$ cat src/rtl/alu_exec_sequencer_pkg.sv
// Shared opcode constants, FSM state encoding and write-back classes
// for the multi-cycle ALU execution sequencer.
package alu_exec_sequencer_pkg;

    localparam logic [5:0] OP_RTYPE = 6'b000000;
    localparam logic [5:0] OP_BEQ   = 6'b000100;
    localparam logic [5:0] OP_BNE   = 6'b000101;
    localparam logic [5:0] OP_ADDI  = 6'b001000;
    localparam logic [5:0] OP_SLTI  = 6'b001010;
    localparam logic [5:0] OP_ANDI  = 6'b001100;
    localparam logic [5:0] OP_ORI   = 6'b001101;

    typedef enum logic [1:0] {
        IDLE = 2'd0,
        READ = 2'd1,
        EXEC = 2'd2,
        WB   = 2'd3
    } state_t;

    typedef enum logic [1:0] {
        RTYPE_WB = 2'd0,
        ITYPE_WB = 2'd1,
        BRANCH   = 2'd2,
        ILLEGAL  = 2'd3
    } wb_kind_t;

    function automatic wb_kind_t classify_opcode(input logic [5:0] opcode);
        wb_kind_t kind;
        case (opcode)
            OP_RTYPE:                          kind = RTYPE_WB;
            OP_ADDI, OP_SLTI, OP_ANDI, OP_ORI: kind = ITYPE_WB;
            OP_BEQ, OP_BNE:                    kind = BRANCH;
            default:                           kind = ILLEGAL;
        endcase
        return kind;
    endfunction

endpackage

$ cat src/rtl/alu_exec_sequencer_instr_field_decode.sv
// Combinational split of a latched MIPS instruction word into its fields,
// plus the write-back class that selects what the WB cycle does.
module instr_field_decode
    import alu_exec_sequencer_pkg::*;
(
    input  logic [31:0] i_instr,
    output logic [5:0]  o_opcode,
    output logic [4:0]  o_rs,
    output logic [4:0]  o_rt,
    output logic [4:0]  o_rd,
    output logic [4:0]  o_shamt,
    output logic [5:0]  o_funct,
    output logic [15:0] o_imm,
    output wb_kind_t    o_wb_kind
);

    assign o_opcode  = i_instr[31:26];
    assign o_rs      = i_instr[25:21];
    assign o_rt      = i_instr[20:16];
    assign o_rd      = i_instr[15:11];
    assign o_shamt   = i_instr[10:6];
    assign o_funct   = i_instr[5:0];
    assign o_imm     = i_instr[15:0];
    assign o_wb_kind = classify_opcode(i_instr[31:26]);

endmodule

$ cat src/rtl/alu_exec_sequencer.sv
// Four-state controller (IDLE/READ/EXEC/WB) that feeds the register file and
// ALU for one instruction and retires it with a write-back or branch pulse.
module alu_exec_sequencer
    import alu_exec_sequencer_pkg::*;
#(
    parameter int DATA_W     = 32,
    parameter int REG_AW     = 5,
    parameter int PROTECT_R0 = 1
) (
    input  logic              i_clk,
    input  logic              i_rst_n,
    input  logic              i_instr_valid,
    input  logic [31:0]       i_instr,
    input  logic [DATA_W-1:0] i_instr_pc,
    output logic              o_instr_ready,
    output logic [REG_AW-1:0] o_rf_raddr1,
    output logic [REG_AW-1:0] o_rf_raddr2,
    input  logic [DATA_W-1:0] i_rf_rdata1,
    input  logic [DATA_W-1:0] i_rf_rdata2,
    output logic [5:0]        o_alu_opcode,
    output logic [DATA_W-1:0] o_alu_rs_val,
    output logic [DATA_W-1:0] o_alu_rt_val,
    output logic [4:0]        o_alu_shamt,
    output logic [5:0]        o_alu_func,
    output logic [15:0]       o_alu_raw_val,
    input  logic [DATA_W-1:0] i_alu_result,
    input  logic              i_alu_sig_b,
    output logic              o_rf_we,
    output logic [REG_AW-1:0] o_rf_waddr,
    output logic [DATA_W-1:0] o_rf_wdata,
    output logic              o_br_valid,
    output logic              o_br_taken,
    output logic [DATA_W-1:0] o_br_target,
    output logic              o_done,
    output logic              o_illegal
);

    state_t            r_state;
    state_t            w_state_next;
    logic [31:0]       r_instr;
    logic [DATA_W-1:0] r_pc;
    logic [DATA_W-1:0] r_rs_val;
    logic [DATA_W-1:0] r_rt_val;
    logic              r_rf_we;
    logic [REG_AW-1:0] r_rf_waddr;
    logic [DATA_W-1:0] r_rf_wdata;
    logic              r_br_valid;
    logic              r_br_taken;
    logic [DATA_W-1:0] r_br_target;
    logic              r_done;
    logic              r_illegal;

    logic [5:0]        w_opcode;
    logic [4:0]        w_rs;
    logic [4:0]        w_rt;
    logic [4:0]        w_rd;
    logic [4:0]        w_shamt;
    logic [5:0]        w_funct;
    logic [15:0]       w_imm;
    wb_kind_t          w_wb_kind;
    logic [REG_AW-1:0] w_waddr;
    logic              w_write_blocked;
    logic [DATA_W-1:0] w_pc_plus4;
    logic [DATA_W-1:0] w_br_offset;

    instr_field_decode u_decode (
        .i_instr   (r_instr),
        .o_opcode  (w_opcode),
        .o_rs      (w_rs),
        .o_rt      (w_rt),
        .o_rd      (w_rd),
        .o_shamt   (w_shamt),
        .o_funct   (w_funct),
        .o_imm     (w_imm),
        .o_wb_kind (w_wb_kind)
    );

    assign w_pc_plus4      = r_pc + DATA_W'(4);
    assign w_br_offset     = {{(DATA_W-16){w_imm[15]}}, w_imm} << 2;
    assign w_waddr         = (w_wb_kind == RTYPE_WB) ? REG_AW'(w_rd) : REG_AW'(w_rt);
    assign w_write_blocked = (PROTECT_R0 != 0) && (w_waddr == '0);

    always_comb begin
        w_state_next  = r_state;
        o_instr_ready = 1'b0;
        case (r_state)
            IDLE: begin
                o_instr_ready = 1'b1;
                if (i_instr_valid) begin
                    w_state_next = READ;
                end
            end
            READ:    w_state_next = EXEC;
            EXEC:    w_state_next = WB;
            default: w_state_next = IDLE;
        endcase
    end

    always_ff @(posedge i_clk) begin
        if (!i_rst_n) begin
            r_state     <= IDLE;
            r_instr     <= '0;
            r_pc        <= '0;
            r_rs_val    <= '0;
            r_rt_val    <= '0;
            r_rf_we     <= 1'b0;
            r_rf_waddr  <= '0;
            r_rf_wdata  <= '0;
            r_br_valid  <= 1'b0;
            r_br_taken  <= 1'b0;
            r_br_target <= '0;
            r_done      <= 1'b0;
            r_illegal   <= 1'b0;
        end else begin
            r_state <= w_state_next;
            // Retirement flags are single-cycle: only the EXEC exit raises them.
            r_rf_we    <= 1'b0;
            r_br_valid <= 1'b0;
            r_br_taken <= 1'b0;
            r_done     <= 1'b0;
            r_illegal  <= 1'b0;
            case (r_state)
                IDLE: begin
                    if (i_instr_valid) begin
                        r_instr <= i_instr;
                        r_pc    <= i_instr_pc;
                    end
                end
                READ: begin
                    r_rs_val <= i_rf_rdata1;
                    r_rt_val <= i_rf_rdata2;
                end
                EXEC: begin
                    r_rf_wdata <= i_alu_result;
                    r_rf_waddr <= w_waddr;
                    r_done     <= 1'b1;
                    case (w_wb_kind)
                        RTYPE_WB, ITYPE_WB: r_rf_we <= !w_write_blocked;
                        BRANCH: begin
                            r_br_valid  <= 1'b1;
                            r_br_taken  <= i_alu_sig_b;
                            r_br_target <= i_alu_sig_b ? (w_pc_plus4 + w_br_offset) : w_pc_plus4;
                        end
                        default: r_illegal <= 1'b1;
                    endcase
                end
                default: ;
            endcase
        end
    end

    assign o_rf_raddr1   = REG_AW'(w_rs);
    assign o_rf_raddr2   = REG_AW'(w_rt);
    assign o_alu_opcode  = w_opcode;
    assign o_alu_rs_val  = r_rs_val;
    assign o_alu_rt_val  = r_rt_val;
    assign o_alu_shamt   = w_shamt;
    assign o_alu_func    = w_funct;
    assign o_alu_raw_val = w_imm;
    assign o_rf_we       = r_rf_we;
    assign o_rf_waddr    = r_rf_waddr;
    assign o_rf_wdata    = r_rf_wdata;
    assign o_br_valid    = r_br_valid;
    assign o_br_taken    = r_br_taken;
    assign o_br_target   = r_br_target;
    assign o_done        = r_done;
    assign o_illegal     = r_illegal;

endmodule
$ cat config.mk
export PLATFORM = sky130hd
export DESIGN_NAME = alu_exec_sequencer
export DESIGN_NICKNAME = d
export VERILOG_FILES = /design/src/rtl/alu_exec_sequencer_pkg.sv /design/src/rtl/alu_exec_sequencer_instr_field_decode.sv /design/src/rtl/alu_exec_sequencer.sv
export SDC_FILE = /design/constraint.sdc
export NUM_CORES = 1
export LEC_CHECK = 0
export CELL_PAD_IN_SITES_DETAIL_PLACEMENT = 0
export CELL_PAD_IN_SITES_GLOBAL_PLACEMENT = 1
export CORE_MARGIN = 2
export CORE_UTILIZATION = 33
export DETAILED_ROUTE_END_ITERATION = 6
export PLACE_DENSITY_LB_ADDON = 0.15
export SETUP_SLACK_MARGIN = 0.02
export SLEW_MARGIN = 5
export SYNTH_ARGS = -nofsm -noshare
export SYNTH_HDL_FRONTEND = slang
export SYNTH_HIERARCHICAL = 1
export SYNTH_SLANG_ARGS = --single-unit
$ cat constraint.sdc
create_clock -name i_clk -period 3.7 [get_ports i_clk]
set_input_delay 0.555 -clock i_clk [delete_from_list [all_inputs] [get_ports i_clk]]
set_output_delay 0.555 -clock i_clk [all_outputs]
set_load 0.01 [all_outputs]
[Word level (Yosys, flattened, before mapping)]
Cells that the tools add are included.
Storage, ports and cells
  register bits after elaboration: 204
  input bits: 164
  word-level logic and storage cells: 49
Cells by class
  add/sub/neg operators: 2
  equal/unequal tests: 11
  multiplexer cells: 9
  reduce and logical (&&, ||, !) cells: 14
Operators with widths (number)
  adder 32 x 3 -> 32 bit (second input constant): 1
  adder 32 bit: 1
  two-way mux 32 bit: 1
  equality test 6 x 4 -> 1 bit (second input constant): 4
  equality test 6 x 3 -> 1 bit (second input constant): 2
  one-hot mux 2 bit (3 select lines): 2
  logical NOT 6 bit: 1
  AND reduction 2 bit: 3
  AND reduction 3 bit: 2
  logical NOT 5 bit: 1
  two-way mux 5 bit: 1
  equality test 2 x 1 -> 1 bit (second input constant): 2
  equality test 2 bit (second input constant): 2
  logical NOT 2 bit: 2
  two-way mux 1 bit: 4
  OR reduction 2 bit: 2
  OR reduction 4 bit: 1
  OR reduction 3 bit: 1
  two-way mux 2 bit: 1
  inequality test 2 bit (second input constant): 1
  logical NOT 1 bit: 1

[Logic depth before layout (Yosys ltp)]
Gate-level depths: netlist of the first run.
  depth after elaboration: 7
  mapped depth: 15
  mapped depth without buffers: 14

[By module]
The synthesis of the first run kept the hierarchy.
Modules (own cells, without submodules)
  alu_exec_sequencer: times used 1, cells an instance 1121, area an instance 9699.3 sq um, sequential area each 4083.9 sq um
  instr_field_decode: times used 1, cells an instance 56, area an instance 401.6 sq um, sequential area each 0.0 sq um

[Least setup slack after synthesis of the first run]
Ideal clock, no wire load.
  path kind: flip-flop to flip-flop
  from: reg r_pc[5]
  to: reg r_br_target[31], in the netlist o_br_target[31]
  setup time: 0.062 ns
  arrival time: 3.013 ns
  slack: 0.625 ns
  stages on the path, launching flop included: 15
  path buffers: 0
  clock period less this slack: 3.075 ns
  path through: dfxtp_1 -> nand4_2 -> nor3_1 -> and2_1 -> nand3_1 -> xnor2_1 -> ha_1 -> nand4_4 -> o22ai_1 -> nor3b_1 -> a311o_1 -> a21oi_1 -> or3_1 -> a21o_1 -> nand3_1
On the way
  word-level cells in the longest chain between the ends: 3
Ends and longest elaborated chain
  start, declared: RTL line alu_exec_sequencer.sv:41  | logic [DATA_W-1:0] r_pc;
  start signal, assigned: RTL line alu_exec_sequencer.sv:126  | r_pc <= i_instr_pc;
  adder 32 x 3 -> 32 bit *: RTL line alu_exec_sequencer.sv:78  | assign w_pc_plus4 = r_pc + DATA_W'(4);
  adder 32 bit: RTL line alu_exec_sequencer.sv:142  | r_br_target <= i_alu_sig_b ? (w_pc_plus4 + w_br_offset) : w_pc_plus4;
  two-way mux 32 bit *: RTL line alu_exec_sequencer.sv:142
  end signal, assigned: RTL line alu_exec_sequencer.sv:142
  end, declared: RTL line alu_exec_sequencer.sv:49  | logic [DATA_W-1:0] r_br_target;
Mark *: on every way between the ends. The rest lies on a longest branch, timed or not.
A chain may end at the register's enable or synchronous reset.

[Worst setup path in the final report of the first run]
  from: reg r_pc[6]
  to: reg r_br_target[31], in the netlist o_br_target[31]
The elaborated chain is that of the path after synthesis.

==> results of run 1 <==
per-stage QoR:
step	instance area, sq um	power [W]	hold slack, ns
after floorplan	10100	0.00518	0.432
after global placement	13700	0.00668	0.440
after detailed placement	13700	0.00669	0.447
after CTS	14400	0.00902	0.454
after global routing	14500	0.00946	0.470
final	14500	0.00890	0.452
synth_stat cells, types with 3 or more instances:
cell and count:
a211o_1 3, a211oi_1 12, a21o_1 16, a21oi_1 113
a22oi_1 3, a311oi_1 5, a31oi_1 8, and2_1 6
and3_1 5, buf_1 12, buf_2 3, buf_4 48
clkbuf_1 48, dfxtp_1 204, ha_1 40, inv_1 14
mux2i_1 102, nand2_1 190, nand3_1 25, nand4_1 11
nand4_4 3, nor2_1 140, nor2b_1 3, nor3_1 14
nor4_1 6, o21a_1 3, o21ai_0 30, o21bai_1 5
o221ai_1 4, or3_1 3, or4_1 3, xnor2_1 31
xor2_1 12
cells by family after synthesis:
| logic type | count (synthesis) | share of synthesized area |
|---|---|---|
| buf+inv | 127 | 0.0665 |
| fa+ha+maj | 41 | 0.0515 |
| compound gates | 231 | 0.144 |
| xor+xnor | 45 | 0.0416 |
| mux | 103 | 0.102 |
| flops | 204 | 0.404 |
| simple gates | 426 | 0.190 |
cells in the final DEF, fill, tap and decap left out, types with 4 or more instances in the layout:
cell type | synthesis | routed
and3_1 | 5 | 5
ha_2 | 0 | 4
inv_1 | 14 | 13
and2_1 | 6 | 4
nand2_1 | 190 | 189
nor4_1 | 6 | 6
clkbuf_16 | 0 | 25
nand4_1 | 11 | 11
a31oi_1 | 8 | 8
o21bai_1 | 5 | 5
nor3_1 | 14 | 13
ha_1 | 40 | 35
clkbuf_1 | 48 | 6
clkinv_2 | 0 | 5
a211oi_1 | 12 | 12
a311oi_1 | 5 | 5
a21oi_1 | 113 | 112
a21o_1 | 16 | 16
nor2_1 | 140 | 140
o221ai_1 | 4 | 4
nand3_1 | 25 | 25
buf_4 | 48 | 26
xor2_1 | 12 | 12
o21ai_0 | 30 | 30
clkbuf_8 | 0 | 5
dfxtp_1 | 204 | 203
clkdlybuf4s50_1 | 0 | 345
mux2i_1 | 102 | 102
xnor2_1 | 31 | 30
per-layer routing:
metal | GRT usage | vias up
met3 | 0.0522 | 54
met2 | 0.323 | 271
li1 | - | 4606
met5 | 0 | -
met4 | 0.0640 | 2
met1 | 0.259 | 4196
critical path, delay by kind of cell (launching register included):
kind | cells | cell delay (ns)
xor gates and xnor gates | 1 | 0.20
DFF | 1 | 0.41
AOI/OAI and AO/OA | 6 | 1.28
and+or+nand+nor | 6 | 1.10
adders and majority gates | 1 | 0.36
flip-flops by register name, summed over array words and instances (netlist names), 2 cells and up:
name	cells
r_state	2
r_pc	32
o_alu_rs_val	32
o_br_target	32
o_rf_wdata	32
r_instr	32
o_rf_waddr	5
o_alu_rt_val	32
where the power goes:
group          leakage [nW]  switching, W  internal, W  total (W)
Clock                 0.380      0.000948      0.00134    0.00229
Combinational          3.50       0.00183      0.00175    0.00358
Sequential             1.66      0.000360      0.00268    0.00304
Total                  5.54       0.00314      0.00577    0.00890
how the worst max path moves through the flow:
stage / endpoint / from / slack (ns)
floorplan: o_br_target[31]$_SDFFE_PN0P_ / r_pc[5]$_SDFFE_PN0P_ / 0.62
global placement: o_br_target[29]$_SDFFE_PN0P_ / r_pc[5]$_SDFFE_PN0P_ / 0.28
detailed placement: o_br_target[29]$_SDFFE_PN0P_ / r_pc[5]$_SDFFE_PN0P_ / 0.19
CTS: o_br_target[29]$_SDFFE_PN0P_ / r_pc[5]$_SDFFE_PN0P_ / 0.16
global route: o_br_target[28]$_SDFFE_PN0P_ / r_pc[6]$_SDFFE_PN0P_ / -0.008
finish: o_br_target[31]$_SDFFE_PN0P_ / r_pc[6]$_SDFFE_PN0P_ / 0.28
area by class of cell:
class,count,area (sq um)
multi-input cells,846,5400
fillers,2977,15900
repair buffers,371,3650
inverters,15,61.3
diodes,3,7.51
clock buffers,36,717
flip-flops and latches,204,4090
well taps,396,495
clock inverters,7,42.5
==> results.toml, run 1 <==
[outcome]
status = "completed"

[yosys]
synth-edff-count = 0
syn_area_sq_um = 10100
synth_warnings = 6
synth.area.top_cells = "dfxtp_1 (40%), mux2i_1 (10%), nand2_1 (7.1%)"
syn-instance-count = 1177
seq_area_frac_synth = 0.404
ys_seq_elements = 204
synth_top_area_share = 0.404
synth_cell_type_count = 73
yosys.area.top_type = "dfxtp_1"
synth.avg_cell_area_sq_um = 8.58
synth_async_sr_flop_share = 0
postSynthNetCount = 1382
synthFlopType = "dfxtp_1"

[setup_path]
required_ns = 4.16
r2r_end = "o_br_target[31]$_SDFFE_PN0P_"
crit_fanout = 7
r2r-start = "r_pc[6]$_SDFFE_PN0P_"
start_kind = "flop"
cp.arrival_ns = 3.88
cpMostUsedCell = "a21o_1"
r2r_slack_ns = 0.28
crit_type = "flop to flop"
cpMaxStageDelayCell = "dfxtp_1"
r2r_cells = 14
worstSetupEndpointType = "flop"
path_cells = "nand4_2 > nor3_2 > and2_1 > nand2_1 > xnor2_1 > ha_2 > a21o_1 > o21bai_1 > a221o_1 > a31oi_2 > a21oi_1 > or3_1 > a21o_1 > nand3_1"
cp_slowest_stage_delay_ns = 0.41

[clocking]
clkTransAtPathRegs_ns = 0.06
cts_tree = "done"
cts_root_buf = "clkbuf_16"
htree_levels = 1
clock_path_buffers = 3
insertion_delay_ns = 0.53
cts_resized = 0
cts_buffers = 25
cts.sinks = 204
postCtsSetupBuffers = 0
ctsHoldBuffers = 0

[floorplanning]
die-area_sq_um = 32000
start_util = 0.333
fp.dieH_microns = 179
core_sq_um = 30300
num_rows = 64
io_pins = 346
die_w_microns = 179

[sta]
max_freq_mhz = 292
worst_slack_ns = 0.279
hold_violations = 0
max-slew-margin-rel = 0.484
drv_slew = 0
fin_skew_ns = 0.0185
fin_crit_ns = 3.42
setup_viol = 0
setup_tns_ns = 0
tightest_slew_ns = 0.771
period_share = 0.925

[place]
io_buffers = 345
dp_slack_ns = 0.192
dp_hpwl_microns = 25100
dp_cells = 1832
place_congestion = 0.857

[routing]
drtAntennaViolNets = 0
wl_met2_microns = 15500
drt_iter0_markers = 426
wirelength_microns = 33600
m1WireLength_microns = 14500
vias = 9129
wl_per_cell_microns = 17.9
wl_met3_microns = 2540
dr.pass1.iters = 5
viasPerCell = 4.86
drc = 0
top_layer_used = "met5"

[finish]
nets = 1668
area_delta_synth_final_pct = 43.1
layout.cells.non_filler = 1878
final_util = 0.476
drive_gt1_frac = 0.0676

[global_routing]
grt_usage = 0.200
grt_pass1_wl_microns = 50100
grt_max_degree = 89
grt_pass1_vias = 8718
grt-ovfl-total = 0
antenna_found_initial = 3

[hold_path]
hp-class = "flop to flop"
min-delay-start = "r_instr[22]$_SDFFE_PN0P_"
whs_path_depth = 2
hold_end = "r_instr[22]$_SDFFE_PN0P_"

[power_and_ir_drop]
power_density_nw_per_um2 = 616
leakagePower_nw = 5.54
ir_drop_mv = 0.371

[flow_run]
maxCapViolCount = 0
Note: power is estimated with default switching activity, not from simulation.
==> run 2: changes to the inputs <==
--- a/config.mk
+++ b/config.mk
@@ -9,9 +9,10 @@
 export CELL_PAD_IN_SITES_GLOBAL_PLACEMENT = 1
 export CORE_MARGIN = 2
 export CORE_UTILIZATION = 33
+export CTS_CLUSTER_DIAMETER = 200
 export DETAILED_ROUTE_END_ITERATION = 6
-export PLACE_DENSITY_LB_ADDON = 0.15
-export SETUP_SLACK_MARGIN = 0.02
+export PLACE_DENSITY_LB_ADDON = 0.1
+export SETUP_SLACK_MARGIN = 0.15
 export SLEW_MARGIN = 5
 export SYNTH_ARGS = -nofsm -noshare
 export SYNTH_HDL_FRONTEND = slang
==> results.toml, run 2 (synthesized netlist as in run 1, its figures left out) <==
[hold_path]
whs_path_depth = 2
hp-class = "flop to flop"

[setup_path]
r2r_cells = 14
cp.arrival_ns = 3.78
crit_type = "flop to flop"
cp_slowest_stage_delay_ns = 0.43
crit_fanout = 6
crit_family = "simple AND/OR/NAND/NOR gates"
cpMaxStageDelayCell = "ha_2"
path_cells = "buf_4 > and4_1 > nand4_1 > xnor2_1 > ha_2 > nand4_4 > o22ai_2 > nor3b_2 > buf_4 > a211o_1 > a31oi_4 > a21oi_1 > or4_1 > o311ai_1"
worstSetupEndpointType = "flop"
cp_num_buf_inv = 2
required_ns = 4.15
start_kind = "flop"
crit_cells = 14
cpMostUsedCell = "buf_4"

[global_routing]
grt-ovfl-total = 0
grt_max_degree = 80
antenna_found_initial = 3
grt_pass1_vias = 8909
grt_pass1_wl_microns = 50700
grt_usage = 0.202

[place]
dp_slack_ns = 0.224
dp_cells = 1834
place_congestion = 0.858
dp_hpwl_microns = 25200
io_buffers = 345

[finish]
nets = 1672
final_common_cell = "clkdlybuf4s50_1"
fillers = 3037
antenna_cells = 0
drive_gt1_frac = 0.0748
final_cell_mix = "clkdlybuf4s50_1 (345), dfxtp_1 (200), nand2_1 (189)"
area_delta_synth_final_pct = 44.2
layout.cells.non_filler = 1880

[power_and_ir_drop]
clockPowerShare = 0.262
power_density_nw_per_um2 = 616
p_int_w = 0.00582
pwr-share-seq = 0.338
power.total_w = 0.00897
sw_frac_of_total = 0.351
leakagePower_nw = 5.60
p_sw_w = 0.00315
ir_drop_mv = 0.384
pwr-share-comb = 0.400

[floorplanning]
fp.dieH_microns = 179
num_rows = 64
die-area_sq_um = 32000
io_pins = 346
core_sq_um = 30300
die_w_microns = 179
start_util = 0.333

[sta]
hold_violations = 0
rsz0062_at_grt = "false"
setup_viol = 0
max-slew-margin-rel = 0.294
setup_tns_ns = 0
fin_skew_ns = 0.0139
fin_crit_ns = 3.34
period_share = 0.902
drv_slew = 0
worst_slack_ns = 0.364
tightest_slew_ns = 1.05
max_freq_mhz = 300

[routing]
viasPerCell = 4.88
drc = 0
drtAntennaViolNets = 0
wirelength_microns = 33700
vias = 9180
drt_iter0_markers = 419
wl_per_cell_microns = 17.9
dr.pass1.iters = 5

[clocking]
ctsHoldBuffers = 0
insertion_delay_ns = 0.54
clkTransAtPathRegs_ns = 0.06
cts_buffers = 25
clock_path_buffers = 3
cts_root_buf = "clkbuf_16"
htree_levels = 1
cts_tree = "done"
cts.sinks = 204

[outcome]
status = "completed"

[flow_run]
maxCapViolCount = 0
## run 2: cell types whose count changed in the layout (fill, tap and decap cells not counted), sizes merged
| cell | before | now |
|---|---|---|
| buf | 26 | 30 |
| clkbuf | 36 | 41 |
| clkinv | 6 | 3 |
| diode | 3 | 0 |
| inv | 16 | 15 |
## run 2: power by group through the flow
stage                     registers, W  clock network, W  logic, W
after floorplan                0.00314                 0   0.00204
after global placement         0.00306                 0   0.00361
after detailed placement       0.00307                 0   0.00362
after CTS                      0.00303           0.00243   0.00363
after global routing           0.00310           0.00252   0.00394
final                          0.00303           0.00235   0.00359
## run 2: worst reg2reg max path, cell delays in order (launching register included)
cell and delay [ns]:
dfxtp_1 0.34, buf_4 0.15, and4_1 0.20, nand4_1 0.24
xnor2_1 0.26, ha_2 0.44, nand4_4 0.17, o22ai_2 0.14
nor3b_2 0.08, buf_4 0.15, a211o_1 0.30, a31oi_4 0.18
a21oi_1 0.11, or4_1 0.40, o311ai_1 0.09
## run 2: metal layers
layer | routed length [microns] | track usage | vias to the layer above
met5 | 25 | 0 | -
met4 | 621 | 0.0454 | 4
met3 | 2740 | 0.0517 | 48
met2 | 15700 | 0.337 | 257
met1 | 14700 | 0.262 | 4254
li1 | - | - | 4617
## run 2: per-stage QoR
step	util	instance area [sq um]	hold slack, ns
floorplan	-	10100	0.432
global placement	0.451	13700	0.440
detailed placement	0.451	13700	0.447
CTS	0.477	14500	0.456
global route	0.480	14600	0.477
finish	0.480	14600	0.455
## run 2: timing repair
| action | in CTS | in global routing |
|---|---|---|
| endpoints found under the setup margin | 0 | 14 |
| resized for setup | 0 | 20 |
| buffers inserted | 0 | 2 |
## run 2: final timing paths
check | start | endpoint | slack [ns]
worst max-delay path | r_pc[4]$_SDFFE_PN0P_ | o_br_target[29]$_SDFFE_PN0P_ | 0.36
worst min register to register | r_pc[1]$_SDFFE_PN0P_ | o_br_target[1]$_SDFFE_PN0P_ | 0.46
worst max register to register | r_pc[4]$_SDFFE_PN0P_ | o_br_target[29]$_SDFFE_PN0P_ | 0.36
worst min-delay path | r_pc[1]$_SDFFE_PN0P_ | o_br_target[1]$_SDFFE_PN0P_ | 0.46
## run 2: layout make-up
cell class	count	area [sq um]	share of cell area
Multi-Input combinational cell	846	5450	0.374
Sequential cell	204	4090	0.281
Timing Repair Buffer	375	3690	0.253
Clock buffer	41	756	0.0519
Tap cell	396	495	0.0340
Inverter	15	61.3	0.00421
Clock inverter	3	30.0	0.00206
==> RTL edit 1: new RTL, settings of run 1 <==
Re-encode `state_t` (4 states) as Gray code, 2 bits wide.
--- a/src/rtl/alu_exec_sequencer_pkg.sv
+++ b/src/rtl/alu_exec_sequencer_pkg.sv
@@ -11,10 +11,10 @@
     localparam logic [5:0] OP_ORI   = 6'b001101;
 
     typedef enum logic [1:0] {
-        IDLE = 2'd0,
-        READ = 2'd1,
-        EXEC = 2'd2,
-        WB   = 2'd3
+        IDLE = 2'b00,
+        READ = 2'b01,
+        EXEC = 2'b11,
+        WB   = 2'b10
     } state_t;
 
     typedef enum logic [1:0] {
Behaviour: no difference found for any inputs over 4 cycles, from zero or initial values and one cycle with i_rst_n low; so few cycles prove little.
==> RTL edit 1 against run 1 <==
Non-clock buffer count increased by 25; worst setup slack got worse by 0.12 ns; die area increased by 0.17%; synthesized area increased by 0.17%; cell count increased by 6.5%; cell area increased by 1.7%; fmax decreased by 3.3%; sequential cell count unchanged; wire length increased by 2.5%; highest routed layer unchanged.
Power is not compared: it rests on default switching activity, and its combinational part moved more than twofold at a synthesized area within 25%.
==> RTL edit 1: results (changes against run 1) <==
* Status: finished clean (unchanged)
* Initial antenna violation count at 2 (was 3)
* Dpl cell area at 13800 um2 (was 13700 um2)
* Crit path max-delay cell type: or4_1 (was dfxtp_1)
* GRT Total Usage at 20.2% (was 20.0%)
* Post-Syn Nets at 1493 (was 1382)
* Largest net degree at the start of global routing at 70 (was 89)
* DR pass1 iterations at 6 (was 5)
* Post-detail-place hpwl at 25.0 mm (was 25.1 mm)
* Initial drt markers at 453 (was 426)
* Wl on met1 at 14.9 mm (was 14.5 mm)
* Largest stage delay, worst path at 0.47 ns (was 0.41 ns)
* Register Area at 4090 um2 (about the same)
* Routed length on met2 at 16.3 mm (was 15.5 mm)
* Drt wl/cell at 17.2 um (was 17.9 um)
* Setup Skew at 0.0105 ns (was 0.0185 ns)
* Netlist cell types at 64 (was 73)
* Pre-CTS setup slack at 0.0913 ns (was 0.192 ns)
* Total CTS buffers at 24 (was 25)
* Filler cells at 3111 (was 2977)
* Share of cells above drive strength 1 at 8.61% (was 6.76%)
* Synth Instances at 1291 (was 1177)
* Total power at 5.67 mW
* Final Wtd Congestion at 0.867 (was 0.857)
* Synth top cells by count: nand2_1, dfxtp_1, a21oi_1, clkbuf_1, buf_4 (was dfxtp_1, nand2_1, nor2_1, a21oi_1, mux2i_1)
-- RTL edit 1: changes by cell type in the layout (fill, tap and decap cells not counted), moves of 7 or more --
cell,run 1,this run
o21ai_1,2,9
a21boi_0,0,45
nand2_1,189,386
buf_4,26,49
a21oi_1,112,161
o211a_1,0,9
a31oi_1,8,0
mux2i_1,102,11
nor2_1,140,37
a21o_1,16,23
inv_1,13,5
and3_1,5,12
nor2b_1,3,11
-- RTL edit 1: cell families (layout without fill, tap and decap cells) --
logic type      Yosys count  in the layout  share of synthesized area (%)
simple gates            528            528                           21.9
compound gates          327            327                           20.2
flops                   204            204                           40.4
buf+inv                 132            444                           7.22
xor+xnor                 51             51                           4.49
fa+ha+maj                38             38                           4.77
mux                      11             11                           1.09
other cells               0              2                              0
-- RTL edit 1: area by class of cell --
type,count,area share [%]
clock inverter,2,0.238
inverter,6,0.170
timing repair buffer,396,26.2
tap,396,3.37
multi-input combinational,955,37.2
antenna,2,0.0341
clock buffer,40,4.98
sequential,204,27.8
-- RTL edit 1: per-stage QoR --
step                      hold WS [ns]  setup TNS, ns
after floorplan                  0.437              0
after global routing             0.468        -0.0878
final                            0.453              0
after detailed placement         0.446              0
after global placement           0.441              0
after CTS                        0.454              0
-- RTL edit 1: repair_timing --
| item | 4_1_cts | 5_1_grt |
|---|---|---|
| setup buffers | 0 | 3 |
| endpoints found under the setup margin | 0 | 10 |
| resized for setup | 0 | 36 |
-- RTL edit 1: worst paths after layout --
path	from	end	slack [ns]	depth (start not counted)
worst min-delay path	o_alu_rs_val[29]	o_alu_rs_val[29]	0.45	2
worst max register to register	r_pc[7]	o_br_target[31]	0.16	16
worst max-delay path	r_pc[7]	o_br_target[31]	0.16	16
worst min register to register	o_alu_rs_val[29]	o_alu_rs_val[29]	0.45	2
==> RTL edit 2: new RTL, flow settings as in run 1 <==
Without the edit above. Set the parameter `DATA_W` to 48 (it was 32).
--- a/src/rtl/alu_exec_sequencer.sv
+++ b/src/rtl/alu_exec_sequencer.sv
@@ -3,7 +3,7 @@
 module alu_exec_sequencer
     import alu_exec_sequencer_pkg::*;
 #(
-    parameter int DATA_W     = 32,
+    parameter int DATA_W     = 48,
     parameter int REG_AW     = 5,
     parameter int PROTECT_R0 = 1
 ) (
Ports: changed (8 resized); port bits go from 346 to 474. The function was not compared with the original's and may differ.
==> RTL edit 2 against run 1 <==
The run now ends with negative setup slack left; wire length increased by 68%; utilization increased by 6.4 points; die area increased by 40%; synthesized area increased by 41%; worst setup slack got worse by 0.37 ns; synthesized cell count increased by 43%; via count increased by 56%; cell area increased by 60%; cell count increased by 53%; power increased by 54%; sequential cell count increased by 80; clock power increased by 55%.
==> RTL edit 2: results (changes against run 1) <==
* Status: complete, but fails checks (was finished clean)
* Failing checks: negative setup slack
* GRT met1 Usage at 30.8% (was 25.9%)
* Pleak at 9.27 nW (was 5.54 nW)
* Final non-clock buffer share at 29.2% (was 25.2%)
* Slew @ Worst Pin at 0.967 ns (was 0.771 ns)
* Final Wtd Congestion at 0.894 (was 0.857)
* XOR/XNOR Fraction of Synth Area at 4.86% (was 4.16%)
* WHS at 0.329 ns (was 0.452 ns)
* Num sequential at 284 (was 204)
* Share of cells above drive strength 1 at 19.9% (was 6.76%)
* Final nets at 2601 (was 1668)
* Crit path max-delay cell type: or4b_4 (was dfxtp_1)
* Sequential cell area share at 24.7% (was 28.3%)
* Synth Instances at 1685 (was 1177)
* Met3 Resource Use GR at 6.57% (was 5.22%)
* Filler cells at 4038 (was 2977)
* Post-Syn Nets at 1979 (was 1382)
* Final worst setup slack at -0.0865 ns (was 0.279 ns)
* CTS H-tree depth at 2 (was 1)
* N_diodes at 0 (was 3)
* DR pass1 iterations at 6 (was 5)
* Min-delay src: i_alu_sig_b (was r_instr[22])
* Wl on met1 at 23.9 mm (was 14.5 mm)
* Reg2Reg Capture Point: o_br_target[47] (was o_br_target[31])
* Initial antenna violation count at 2 (was 3)
* Netlist cell types at 65 (was 73)
* Clock buffer count at 49 (was 36)
* Setup Skew at 0.0192 ns (was 0.0185 ns)
* TNS Setup at -0.163 ns (was 0 ns)
* Clock buf/inv share at 5.14% (was 5.25%)
* Final Non-Filler Cells at 2878 (was 1878)
* Inverters at 20 (was 15)
* Largest stage delay, worst path at 0.52 ns (was 0.41 ns)
* Hold worst-path end: o_br_target[42] (was r_instr[22])
* Largest net degree at the start of global routing at 107 (was 89)
* R2R cell count at 17 (was 14)
* GRT Total Usage at 24.2% (was 20.0%)
* Met2 usage at 41.2% (was 32.3%)
* P_seq at 4.23 mW (was 3.04 mW)
* Final WL at 56.4 mm (was 33.6 mm)
* Total CTS buffers at 36 (was 25)
* Synth Area in Compound Gates at 15.0% (was 14.4%)
* Worst VDD drop at 0.000375 V (was 0.000371 V)
* CP top delay family: simple AND/OR/NAND/NOR gates (was compound AO/OA/AOI/OAI gates)
* Count of final setup violators at 3 (was 0)
* Metal3 WL at 4.03 mm (was 2.54 mm)
* Sw Share at 35.0% (was 35.2%)
* Power Clock at 3.55 mW (was 2.29 mW)
* Post-synthesis sequential area ratio at 40.0% (was 40.4%)
* Worst R2R Start: r_pc[16] (was r_pc[6])
## RTL edit 2: changes by cell type after synthesis, moves of 47 or more
cell	run 1	this run
mux2i_1	102	151
nand2_1	190	254
a21oi_1	113	160
nor2_1	140	215
dfxtp_1	204	284
## RTL edit 2: cells by family after synthesis
group,Yosys count
adders and majority gates,66
DFF,284
and+or+nand+nor,597
AOI/OAI and AO/OA,344
xor gates and xnor gates,79
muxes,152
buffers and inverters,163
## RTL edit 2: stage by stage
stage / area [um2] / setup WS (ns)
6_report: 23100 / -0.0865
5_1_grt: 23100 / -0.244
4_1_cts: 22500 / -0.0423
3_5_place_dp: 20600 / -0.372
3_3_place_gp: 20600 / -0.287
2_1_floorplan: 14200 / 0.0337
## RTL edit 2: repair_timing
item / in CTS / in global routing
buffers inserted: 21 / 17
hold buffers: 0 / 0
endpoints found under the setup margin: 19 / 26
gates resized for setup: 82 / 112
pin swaps: 40 / 61
